## config.mk

```make
export PLATFORM = sky130hd
export DESIGN_NAME = frame_accumulator_par
export DESIGN_NICKNAME = d
export VERILOG_FILES = /design/src/rtl/frame_accumulator_par.sv
export SDC_FILE = /design/constraint.sdc
export NUM_CORES = 1
export LEC_CHECK = 0
export BUFFER_PORTS_ARGS = -buffer_cell sky130_fd_sc_hd__buf_2
export CAP_MARGIN = 20
export CORE_ASPECT_RATIO = 2
export CORE_MARGIN = 8
export CORE_UTILIZATION = 27
export CTS_BUF_LIST = sky130_fd_sc_hd__clkbuf_8
export DETAILED_ROUTE_END_ITERATION = 8
export MAX_ROUTING_LAYER = met4
export SYNTH_ARGS = -nofsm -noshare
export SYNTH_HDL_FRONTEND = slang
export SYNTH_SLANG_ARGS = --single-unit
```

## constraint.sdc

```tcl
create_clock -name proc_clk -period 6.24 [get_ports proc_clk]
set_clock_uncertainty 0.1 [all_clocks]
set_input_delay 1.248 -clock proc_clk [delete_from_list [all_inputs] [get_ports proc_clk]]
set_output_delay 1.248 -clock proc_clk [all_outputs]
set_load 0.02 [all_outputs]
```

## src/rtl/frame_accumulator_par.sv

```systemverilog
// -----------------------------------------------------------------------------
// frame_accumulator_par
//
// Streaming frame accumulator. Unsigned samples are summed over frames of
// FRAME_LEN samples using LANES parallel partial-sum registers (sample k of a
// frame goes to lane k mod LANES). When a frame is complete the lanes are
// folded one per cycle into a single total, which is then presented on a
// ready/valid result port. A synchronous clear aborts the frame in progress.
//
// Every add (lane or reduce) is done at RES_W+1 bits. A carry-out sets the
// sticky per-frame overflow flag; with SATURATE=1 the stored value clamps to
// all ones, otherwise it wraps modulo 2^RES_W.
//
// Ports
//   proc_clk   in   1       sole clock, rising edge
//   reset_n    in   1       asynchronous active-low reset
//   clear      in   1       synchronous frame abort (highest priority)
//   in_data    in   DATA_W  sample
//   in_valid   in   1       sample valid
//   in_ready   out  1       block accepts a sample (ACCUM only)
//   res_data   out  RES_W   frame sum
//   res_ovf    out  1       overflow/saturation occurred in this frame
//   res_valid  out  1       result valid
//   res_ready  in   1       result consumer ready
//   busy       out  1       high while reducing or holding a result
//
// Parameter constraints: RES_W >= DATA_W, LANES a power of two >= 1,
// FRAME_LEN a multiple of LANES.
// -----------------------------------------------------------------------------
module frame_accumulator_par #(
  parameter int unsigned DATA_W    = 16,
  parameter int unsigned RES_W     = 32,
  parameter int unsigned FRAME_LEN = 1024,
  parameter int unsigned LANES     = 4,
  parameter bit          SATURATE  = 1'b0
) (
  input  logic              proc_clk,
  input  logic              reset_n,
  input  logic              clear,
  input  logic [DATA_W-1:0] in_data,
  input  logic              in_valid,
  output logic              in_ready,
  output logic [RES_W-1:0]  res_data,
  output logic              res_ovf,
  output logic              res_valid,
  input  logic              res_ready,
  output logic              busy
);

  // One extra bit so the counter reaches FRAME_LEN without wrapping.
  localparam int unsigned CNT_W = $clog2(FRAME_LEN) + 1;
  // Reduce index runs 0..LANES; the final value is the publish cycle.
  localparam int unsigned RED_W = $clog2(LANES + 1);
  localparam int unsigned SEL_W = (LANES > 1) ? $clog2(LANES) : 1;
  localparam logic [CNT_W-1:0] LAST_K  = CNT_W'(FRAME_LEN - 1);
  localparam logic [RED_W-1:0] RED_END = RED_W'(LANES);

  typedef enum logic [1:0] {
    ST_ACCUM  = 2'd0,
    ST_REDUCE = 2'd1,
    ST_OUTPUT = 2'd2
  } state_t;

  state_t              state_q, state_d;
  logic [RES_W-1:0]    lane_q [LANES];
  logic [RES_W-1:0]    lane_d [LANES];
  logic [RES_W-1:0]    total_q, total_d;
  logic [CNT_W-1:0]    cnt_q, cnt_d;
  logic [RED_W-1:0]    red_q, red_d;
  logic                ovf_q, ovf_d;
  logic [RES_W-1:0]    res_data_q, res_data_d;
  logic                res_ovf_q, res_ovf_d;
  logic                res_valid_q, res_valid_d;
  logic                in_ready_q, in_ready_d;
  logic                busy_q, busy_d;

  logic [SEL_W-1:0]    lane_sel;
  logic [RES_W-1:0]    in_ext;
  logic [RES_W-1:0]    red_lane;
  logic [RES_W:0]      lane_sum;
  logic [RES_W:0]      red_sum;

  // Add with carry kept in the MSB; in saturating mode the low bits clamp to
  // all ones whenever the carry is set.
  function automatic logic [RES_W:0] add_chk(input logic [RES_W-1:0] a,
                                             input logic [RES_W-1:0] b);
    logic [RES_W:0] s;
    s = {1'b0, a} + {1'b0, b};
    if (SATURATE && s[RES_W]) begin
      s[RES_W-1:0] = '1;
    end
    return s;
  endfunction

  assign in_ext = RES_W'(in_data);

  // LANES is a power of two, so k mod LANES is just the low counter bits.
  generate
    if (LANES == 1) begin : g_sel_one
      assign lane_sel = '0;
    end else begin : g_sel_many
      assign lane_sel = cnt_q[SEL_W-1:0];
    end
  endgenerate

  always_comb begin
    red_lane = '0;
    for (int l = 0; l < LANES; l++) begin
      if (red_q == RED_W'(l)) begin
        red_lane = lane_q[l];
      end
    end
  end

  always_comb begin
    state_d     = state_q;
    lane_d      = lane_q;
    total_d     = total_q;
    cnt_d       = cnt_q;
    red_d       = red_q;
    ovf_d       = ovf_q;
    res_data_d  = res_data_q;
    res_ovf_d   = res_ovf_q;
    res_valid_d = res_valid_q;
    lane_sum    = '0;
    red_sum     = '0;

    if (clear) begin
      // Abort wins over everything, including a sample offered this cycle.
      for (int l = 0; l < LANES; l++) begin
        lane_d[l] = '0;
      end
      total_d     = '0;
      cnt_d       = '0;
      red_d       = '0;
      ovf_d       = 1'b0;
      res_valid_d = 1'b0;
      state_d     = ST_ACCUM;
    end else begin
      case (state_q)
        ST_ACCUM: begin
          if (in_valid && in_ready_q) begin
            for (int l = 0; l < LANES; l++) begin
              if (lane_sel == SEL_W'(l)) begin
                lane_sum  = add_chk(lane_q[l], in_ext);
                lane_d[l] = lane_sum[RES_W-1:0];
              end
            end
            ovf_d = ovf_q | lane_sum[RES_W];
            cnt_d = cnt_q + CNT_W'(1);
            if (cnt_q == LAST_K) begin
              red_d   = '0;
              state_d = ST_REDUCE;
            end
          end
        end

        ST_REDUCE: begin
          if (red_q != RED_END) begin
            red_sum = add_chk(total_q, red_lane);
            total_d = red_sum[RES_W-1:0];
            ovf_d   = ovf_q | red_sum[RES_W];
            red_d   = red_q + RED_W'(1);
          end else begin
            // All lanes folded: publish the total and the sticky flag.
            res_data_d  = total_q;
            res_ovf_d   = ovf_q;
            res_valid_d = 1'b1;
            state_d     = ST_OUTPUT;
          end
        end

        ST_OUTPUT: begin
          if (res_ready) begin
            for (int l = 0; l < LANES; l++) begin
              lane_d[l] = '0;
            end
            total_d     = '0;
            cnt_d       = '0;
            red_d       = '0;
            ovf_d       = 1'b0;
            res_valid_d = 1'b0;
            state_d     = ST_ACCUM;
          end
        end

        default: begin
          state_d = ST_ACCUM;
        end
      endcase
    end
  end

  // Handshake flags are registered from the next state so they line up with
  // the state they describe.
  assign in_ready_d = (state_d == ST_ACCUM);
  assign busy_d     = (state_d != ST_ACCUM);

  always_ff @(posedge proc_clk or negedge reset_n) begin
    if (!reset_n) begin
      state_q     <= ST_ACCUM;
      lane_q      <= '{default: '0};
      total_q     <= '0;
      cnt_q       <= '0;
      red_q       <= '0;
      ovf_q       <= 1'b0;
      res_data_q  <= '0;
      res_ovf_q   <= 1'b0;
      res_valid_q <= 1'b0;
      in_ready_q  <= 1'b1;
      busy_q      <= 1'b0;
    end else begin
      state_q     <= state_d;
      lane_q      <= lane_d;
      total_q     <= total_d;
      cnt_q       <= cnt_d;
      red_q       <= red_d;
      ovf_q       <= ovf_d;
      res_data_q  <= res_data_d;
      res_ovf_q   <= res_ovf_d;
      res_valid_q <= res_valid_d;
      in_ready_q  <= in_ready_d;
      busy_q      <= busy_d;
    end
  end

  assign in_ready  = in_ready_q;
  assign busy      = busy_q;
  assign res_data  = res_data_q;
  assign res_ovf   = res_ovf_q;
  assign res_valid = res_valid_q;

endmodule

```

==> impl_metrics.yaml, run 1 <==
run:
  maxCapViolations: 0
die:
  die_w_um: 179
  boundaryPins: 57
  placementRows: 119
  core-area_um2: 52600
  die_h_um: 342
  start_util_pct: 27.2
  die_area_um2: 61100
cells_and_area:
  fin_nets: 1764
  fin_util_pct: 30.6
  syn_to_final_growth_pct: 12.2
  final_cell_mix: "dfrtp_1, nand2_1, o21ai_0"
  final_common_cell: "dfrtp_1"
  final_layout_size_suffix_gt1_share_pct: 12.1
logic_synthesis:
  synth_nets: 1713
  synth_top_family_by_area: "compound AO/OA/AOI/OAI gates"
  synthXorXnorAreaFrac_pct: 8.07
  seq_area_frac_synth_pct: 37.2
  netlist_area_um2: 14300
  ys_warn_count: 0
  synth_fa_ha_area_share_pct: 9.96
  yosys.area_share.simple_pct: 16.9
  netlist_instances: 1581
  async_flop_share_pct: 100
  synth_cell_types: 82
  synth_compound_area_share_pct: 22.5
  syn_avg_cell_area_um2: 9.06
  yosys-mux-area-fraction_pct: 2.67
  yosys_most_used_dff: "dfrtp_1"
  synth-seq-cells: 213
  synth_edf_count: 0
clock_network:
  hold_buffers: 0
  cts_setup_buffers: 0
  cts_tree: "done"
  post_cts_resized: 0
  clock_latency_ps: 560
  h-tree-depth: 2
  cts_made_buffers: 34
  clk_path_buf_depth: 3
  cts_sinks: 213
  path_clk_slew_ps: 70
  root_buffer: "clkbuf_8"
setup_path:
  r2r-end: "total_q[28]$_DFFE_PN0P_"
  worstSetupPathType: "reg2reg"
  reg2reg_depth: 17
  critPathMaxFanout: 12
  required_ps: 6540
  r2r_slack_ps: 1630
  endpoint_kind: "flop"
  cp.arrival_ps: 4910
  rr_startpoint: "red_q[1]$_DFFE_PN0P_"
  cp-start-kind: "flop"
placement:
  dp.final_hpwl_um: 33800
  portBuffers: 56
  gp_congestion: 0.902
outcome:
  status: "complete, no violations"
grt:
  gr-total-overflow: 0
  grt_pass1_vias: 12900
  grt_pass1_wl_um: 69300
  grt_max_degree: 79
  grtUsageTotal_pct: 14.6
  antenna_found_initial: 2
power_and_ir_drop:
  p_leak_uw: 0.00723
  ir_drop_mv: 0.116
  p_per_area_nw_per_um2: 245
sta:
  finalCriticalPeriod_ps: 4610
  rsz0062_at_grt: "false"
  tightest_slew_ps: 1060
  setup_violations: 0
  slew_viol_final: 0
  post-route-period-util_pct: 73.8
  achievable-frequency_ghz: 0.217
  slew-limit-headroom_pct: 29.4
  fin_setup_tns_ps: 0
  finalHoldViolCount: 0
min_path:
  holdPathStages: 2
  hold_path.class: "reg2reg"
  hold_path_startpoint: "res_data[1]$_DFFE_PN0P_"
  min_to: "res_data[1]$_DFFE_PN0P_"
detailed_routing:
  drtIter0Drc: 708
  drc: 0
  dr.pass1.iters: 5
  final_antenna_net_count: 0
  vias: 12300
  viasPerCell: 5.29
  wl_um: 43200
  post_drt_wl_per_cell_um: 18.6
[synth_stat cells, types with 32 or more instances]
master	count	area [µm²]
a221o_1	32	320
nor2_1	129	484
ha_1	106	1330
xor2_1	64	561
xnor2_1	68	596
a21oi_1	86	430
dfrtp_1	212	5310
clkbuf_1	52	195
mux2_2	33	372
inv_1	35	131
o21ai_0	162	811
nand2_1	200	751
[kinds of logic after synthesis]
| kind of cell | after synthesis |
|---|---|
| simple gates | 518 |
| compound gates | 479 |
| flops | 213 |
| xor+xnor | 132 |
| fa+ha+maj | 111 |
| buf+inv | 94 |
| mux | 34 |
[metrics by stage]
stage / hold WS, ps / instance area, µm² / cells / total power [µW] / setup slack (ps)
after CTS: 403 / 16100 / 2322 / 3980 / 1600
after global placement: 365 / 15300 / 2259 / 2660 / 1780
after global routing: 426 / 16100 / 2324 / 4170 / 1230
after floorplan: 352 / 14300 / 1581 / 2400 / 2250
after detailed placement: 389 / 15400 / 2261 / 2700 / 1640
final: 394 / 16100 / 2324 / 3940 / 1630
[report_power, final]
| group | internal [µW] | switching, µW |
|---|---|---|
| clock network | 657 | 596 |
| registers | 1480 | 101 |
| logic | 450 | 656 |
[state kept, by name, summed over array words and instances, names as in the netlist, 2 cells and up]
name and flops:
state_q 2, lane_q 128, res_data 32, total_q 32
red_q 3, cnt_q 11
[how the worst max path moves through the flow]
stage / start / endpoint / slack [ps] / cells past startpoint
floorplan: red_q[0]$_DFFE_PN0P_ / total_q[28]$_DFFE_PN0P_ / 2250 / 18
global placement: red_q[1]$_DFFE_PN0P_ / total_q[28]$_DFFE_PN0P_ / 1780 / 17
detailed placement: red_q[0]$_DFFE_PN0P_ / total_q[28]$_DFFE_PN0P_ / 1640 / 16
CTS: red_q[0]$_DFFE_PN0P_ / total_q[28]$_DFFE_PN0P_ / 1600 / 16
global route: red_q[0]$_DFFE_PN0P_ / total_q[28]$_DFFE_PN0P_ / 1230 / 16
finish: red_q[1]$_DFFE_PN0P_ / total_q[28]$_DFFE_PN0P_ / 1630 / 17
[critical path, stage by stage (launching register included)]
cell,delay (ps)
dfrtp_1,420
inv_1,110
ha_1,180
nor2b_2,580
a221o_1,250
o21ai_0,70
o21ai_0,220
ha_1,230
inv_1,70
fa_1,420
nand3b_1,190
a21oi_1,320
a2111oi_2,200
a21oi_4,300
a31oi_4,170
o41ai_4,360
xnor2_1,160
o21ai_1,70
[layer usage]
layer	vias up	track usage (%)	wire (µm)
li1	5852	-	-
met1	6011	14.1	15800
met2	286	27.2	23600
met3	138	1.66	1250
met4	0	8.49	2580
met5	-	-	0
[layout make-up]
cell class                 count  area, µm²
clock inverter                15       61.3
sequential                   213       5330
tap                          665        832
timing repair buffer          74        448
antenna                        2       5.00
multi-input combinational   1274       8630
inverter                      35        131
clock buffer                  46        633
fill                        5461      36500
(Power assumes the default switching activity.)
==> run 2, diff against run 1 <==
clock period = 4.3 ns   (was 6.24 ns; I/O delays follow)
==> run 2 against run 1 <==
Against the previous run:
- sequential cell count did not move
- sequential share of layout area fell by 0.67 points
- critical path type unchanged
- setup slack got worse by 1400 ps
- final cell count rose by 1.7%
- non-clock buffer count rose by 38
- die area did not move
- clock power rose by 41%
- combinational power rose by 48%
- critical path depth did not move
- first-iteration DRC count fell by 24%
==> impl_metrics.yaml, run 2 (synthesis results as in run 1) <==
sta:
  setup_violations: 0
  slew_viol_final: 0
  rsz0062_at_grt: "true"
  finalHoldViolCount: 0
  slew-limit-headroom_pct: 37.3
  hold_ws_ps: 200
  fin_setup_tns_ps: 0
  achievable-frequency_ghz: 0.246
  tightest_slew_ps: 939
  finalCriticalPeriod_ps: 4060
  post-route-period-util_pct: 94.4
power_and_ir_drop:
  internal_power_uw: 3700
  comb_power_share_pct: 28.7
  pwr-share-seq_pct: 40.5
  swShare_pct: 35.3
  ir_drop_mv: 0.141
  p_per_area_nw_per_um2: 348
  p_leak_uw: 0.00741
  clock_power_share_pct: 30.8
  switchingPower_uw: 2020
clock_network:
  cts_tree: "done"
  cts_setup_buffers: 0
  root_buffer: "clkbuf_8"
  clock_latency_ps: 580
  cts_made_buffers: 35
  path_clk_slew_ps: 70
  cts_sinks: 213
  clk_path_buf_depth: 3
  h-tree-depth: 2
grt:
  antenna_found_initial: 4
  grtUsageTotal_pct: 15.0
  grt_max_degree: 96
  grt_pass1_vias: 13200
  grt_pass1_wl_um: 70400
  gr-total-overflow: 0
placement:
  gp_congestion: 0.896
  portBuffers: 56
  dp.final_hpwl_um: 35400
run:
  maxCapViolations: 0
setup_path:
  endpoint_kind: "flop"
  critPathMaxFanout: 9
  cp-endpoint: "total_q[24]$_DFFE_PN0P_"
  cp.arrival_ps: 4410
  critPathLaunch: "red_q[0]$_DFFE_PN0P_"
  r2r_slack_ps: 240
  r2r-end: "total_q[24]$_DFFE_PN0P_"
  reg2reg_depth: 17
  required_ps: 4650
  cp-start-kind: "flop"
  rr_startpoint: "red_q[0]$_DFFE_PN0P_"
  worstSetupPathType: "reg2reg"
die:
  boundaryPins: 57
  core-area_um2: 52600
  placementRows: 119
  die_h_um: 342
  die_area_um2: 61100
  start_util_pct: 27.2
  die_w_um: 179
cells_and_area:
  largest_reg_flops: 128
  top_register: "lane_q"
  fin_nets: 1803
  final_common_cell: "dfrtp_1"
  final_layout_size_suffix_gt1_share_pct: 14.1
  syn_to_final_growth_pct: 14.5
  final_cell_mix: "dfrtp_1, nand2_1, o21ai_0"
detailed_routing:
  drc: 0
  viasPerCell: 5.30
  vias: 12500
  post_drt_wl_per_cell_um: 18.9
  drtIter0Drc: 537
  final_antenna_net_count: 0
  wl_um: 44700
  dr.pass1.iters: 6
min_path:
  hold_path.class: "in2async"
outcome:
  status: "complete, no violations"
==> run 2: cell count changes in the layout (fill, tap and decap cells not counted), moves of 2 or more <==
| cell | previous run | this run |
|---|---|---|
| diode_2 | 2 | 4 |
| inv_1 | 46 | 49 |
| clkbuf_8 | 46 | 42 |
| clkinvlp_4 | 0 | 3 |
| clkinv_2 | 4 | 2 |
| nor2b_2 | 3 | 1 |
| buf_4 | 16 | 50 |
| nor2b_4 | 0 | 2 |
| buf_12 | 0 | 3 |
| buf_6 | 0 | 2 |
==> run 2: routing by layer <==
layer  up-vias  GRT usage (%)  wire (µm)
met1      6131           13.5      15400
met3       145           2.10       1550
met5         -              -          0
met2       289           28.2      24600
met4         0           10.2       3100
li1       5972              -          -
==> run 2: worst min-delay path by stage <==
stage	start	end	slack [ps]	cells past startpoint
6_report	reset_n	lane_q[65]$_DFFE_PN0P_	200	1
2_1_floorplan	ovf_q$_DFFE_PN0P_	ovf_q$_DFFE_PN0P_	350	2
3_3_place_gp	res_data[1]$_DFFE_PN0P_	res_data[1]$_DFFE_PN0P_	370	2
5_1_grt	reset_n	lane_q[65]$_DFFE_PN0P_	260	1
3_5_place_dp	res_data[1]$_DFFE_PN0P_	res_data[1]$_DFFE_PN0P_	390	2
4_1_cts	reset_n	res_data[10]$_DFFE_PN0P_	230	1
==> run 2: through the flow <==
stage | cells | cell area (µm²) | worst slack [ps] | utilization [%] | total power, µW
2_1_floorplan | 1581 | 14300 | 307 | - | 3480
4_1_cts | 2359 | 16300 | 70.0 | 31.0 | 5780
3_5_place_dp | 2298 | 15700 | -71.4 | 29.8 | 3980
5_1_grt | 2364 | 16400 | -29.1 | 31.2 | 6040
6_report | 2364 | 16400 | 242 | 31.2 | 5710
3_3_place_gp | 2297 | 15600 | -17.1 | 29.8 | 3940
==> run 2: power by group through the flow <==
stage / Clock [µW] / Combinational, µW / Sequential [µW]
detailed placement: 0 / 1630 / 2350
CTS: 1830 / 1640 / 2310
floorplan: 0 / 1210 / 2270
global placement: 0 / 1590 / 2350
global route: 1900 / 1810 / 2330
finish: 1760 / 1640 / 2310
==> run 2: what timing repair did <==
| action | CTS | global route |
|---|---|---|
| hold endpoints to repair | 0 | 0 |
| gates resized for setup | 1 | 10 |
| setup endpoints to repair | 2 | 11 |
| pin swaps | 0 | 0 |
| cloned | 0 | 0 |
| hold buffers | 0 | 0 |
==> run 2: worst max-delay path: stages, from the launching register on <==
cell       delay [ps]
dfrtp_1           410
inv_1              90
ha_1              220
nor3b_2           170
buf_4             180
a221o_1           340
o21ai_0            70
o21ai_0           140
ha_1              370
a211oi_2          310
a21oi_4           120
a2111oi_4         440
a21oi_4           130
buf_4             160
a31o_2            270
a31oi_1           220
xor2_1            160
o21ai_1            70
==> run 2: area by class of cell <==
class | count | area (µm²)
Fill cell | 5441 | 36200
Multi-Input combinational cell | 1274 | 8670
Sequential cell | 213 | 5330
Tap cell | 665 | 832
Timing Repair Buffer | 112 | 758
Clock buffer | 42 | 578
Inverter | 35 | 131
Clock inverter | 19 | 85.1
Antenna cell | 4 | 10.0
==> run 3, diff against run 2 <==
CTS_BUF_LIST = default   (was sky130_fd_sc_hd__clkbuf_8)
==> run 3 against run 2 <==
Against the previous run:
- sequential cell count is the same
- register-to-register slack is essentially flat
- non-clock buffer count shrank 1
- sequential power is essentially flat
- setup slack lost 13 ps
- combinational power is essentially flat
==> impl_metrics.yaml, run 3 (synthesis results as in run 1) <==
detailed_routing:
  wl_um: 44400
  post_drt_wl_per_cell_um: 19.0
  drc: 0
  dr.pass1.iters: 5
  drtIter0Drc: 589
  final_antenna_net_count: 0
  viasPerCell: 5.31
  vias: 12400
sta:
  achievable-frequency_ghz: 0.246
  finalHoldViolCount: 0
  slew_viol_final: 0
  setup_slack_ps: 229
  setup_violations: 0
  rsz0062_at_grt: "true"
  slew-limit-headroom_pct: 29.3
  finalCriticalPeriod_ps: 4070
  tightest_slew_ps: 1060
  post-route-period-util_pct: 94.7
  hold_ws_ps: 240
power_and_ir_drop:
  ir_drop_mv: 0.320
  p_per_area_nw_per_um2: 356
  p_leak_uw: 0.00734
cells_and_area:
  syn_to_final_growth_pct: 14.5
  largest_reg_flops: 128
  top_register: "lane_q"
  fillers: 5422
  final_layout_size_suffix_gt1_share_pct: 13.5
  final_common_cell: "dfrtp_1"
  fin_nets: 1788
  final_cell_area_um2: 16400
  fin_cells: 2338
  area.sequential_um2: 5330
  final_cell_mix: "dfrtp_1, nand2_1, o21ai_0"
  multiInputGateArea_um2: 8680
die:
  start_util_pct: 27.2
  die_w_um: 179
  die_area_um2: 61100
  core-area_um2: 52600
  boundaryPins: 57
  placementRows: 119
  die_h_um: 342
grt:
  grt_pass1_wl_um: 69800
  gr-total-overflow: 0
  grt_pass1_vias: 13000
  antenna_found_initial: 3
  grtUsageTotal_pct: 14.8
  grt_max_degree: 96
setup_path:
  critPathLaunch: "red_q[0]$_DFFE_PN0P_"
  r2r_slack_ps: 230
  worstSetupPathType: "reg2reg"
  cp-endpoint: "total_q[24]$_DFFE_PN0P_"
  cp.arrival_ps: 4370
  cp-start-kind: "flop"
  required_ps: 4590
  r2r-end: "total_q[24]$_DFFE_PN0P_"
  critPathMaxFanout: 9
  rr_startpoint: "red_q[0]$_DFFE_PN0P_"
  endpoint_kind: "flop"
  reg2reg_depth: 17
clock_network:
  cts_setup_buffers: 0
  cts_made_buffers: 21
  hold_buffers: 0
  cts_sinks: 213
  clock_latency_ps: 520
  path_clk_slew_ps: 70
  clk_path_buf_depth: 3
  cts_tree: "done"
  root_buffer: "clkbuf_16"
  h-tree-depth: 1
placement:
  portBuffers: 56
  pre_cts_slack_ps: -71.4
  gp_congestion: 0.896
  place_area_um2: 15700
  placed_cells: 2298
  dp.final_hpwl_um: 35400
outcome:
  status: "complete, no violations"
min_path:
  hold_path.class: "in2async"
run:
  maxCapViolations: 0
## run 3: worst min path at each step
stage / from / to / slack, ps
after global placement: res_data[1]$_DFFE_PN0P_ / res_data[1]$_DFFE_PN0P_ / 370
after CTS: reset_n / res_data[1]$_DFFE_PN0P_ / 290
after detailed placement: res_data[1]$_DFFE_PN0P_ / res_data[1]$_DFFE_PN0P_ / 390
after floorplan: ovf_q$_DFFE_PN0P_ / ovf_q$_DFFE_PN0P_ / 350
final: reset_n / lane_q[67]$_DFFE_PN0P_ / 240
after global routing: reset_n / lane_q[65]$_DFFE_PN0P_ / 300
## run 3: metal layers
| metal | routed length [µm] | global-route usage [%] |
|---|---|---|
| met5 | 0 | - |
| met1 | 15500 | 13.6 |
| met3 | 1560 | 1.83 |
| met4 | 2790 | 9.37 |
| met2 | 24600 | 27.8 |
## run 3: worst max-delay path, cell delays in order (launching register included)
cell and delay [ps]:
dfrtp_1 410, inv_1 90, ha_1 220, nor3b_2 170, buf_4 190, a221o_1 340
o21ai_0 70, o21ai_0 140, ha_1 370, a211oi_2 300, a21oi_4 110, a2111oi_4 430
a21oi_4 130, buf_4 160, a31o_2 270, a31oi_1 220, xor2_1 160, o21ai_1 70
## run 3: stage by stage
step / TNS (ps) / util [%] / power [µW]
2_1_floorplan: 0 / - / 3480
3_3_place_gp: -17.1 / 29.8 / 3940
3_5_place_dp: -107 / 29.8 / 3980
4_1_cts: 0 / 31.1 / 5900
5_1_grt: -65.1 / 31.2 / 6150
6_report: 0 / 31.2 / 5840
## run 3: area by class of cell
type | instances | area share (%)
clock inverter | 8 | 0.473
sequential | 213 | 32.5
inverter | 35 | 0.801
timing repair buffer | 111 | 4.53
clock buffer | 29 | 3.63
tap | 665 | 5.08
multi-input combinational | 1274 | 52.9
antenna | 3 | 0.0458
## run 3: power by group
| part | internal [µW] | total, µW | switching (µW) |
|---|---|---|---|
| logic | 663 | 1640 | 977 |
| registers | 2140 | 2310 | 168 |
| clock network | 1040 | 1890 | 856 |
## run 3: repair_timing
| item | CTS | global route |
|---|---|---|
| gates resized for setup | 1 | 13 |
| pin swaps | 0 | 1 |
| setup endpoints to repair | 2 | 10 |
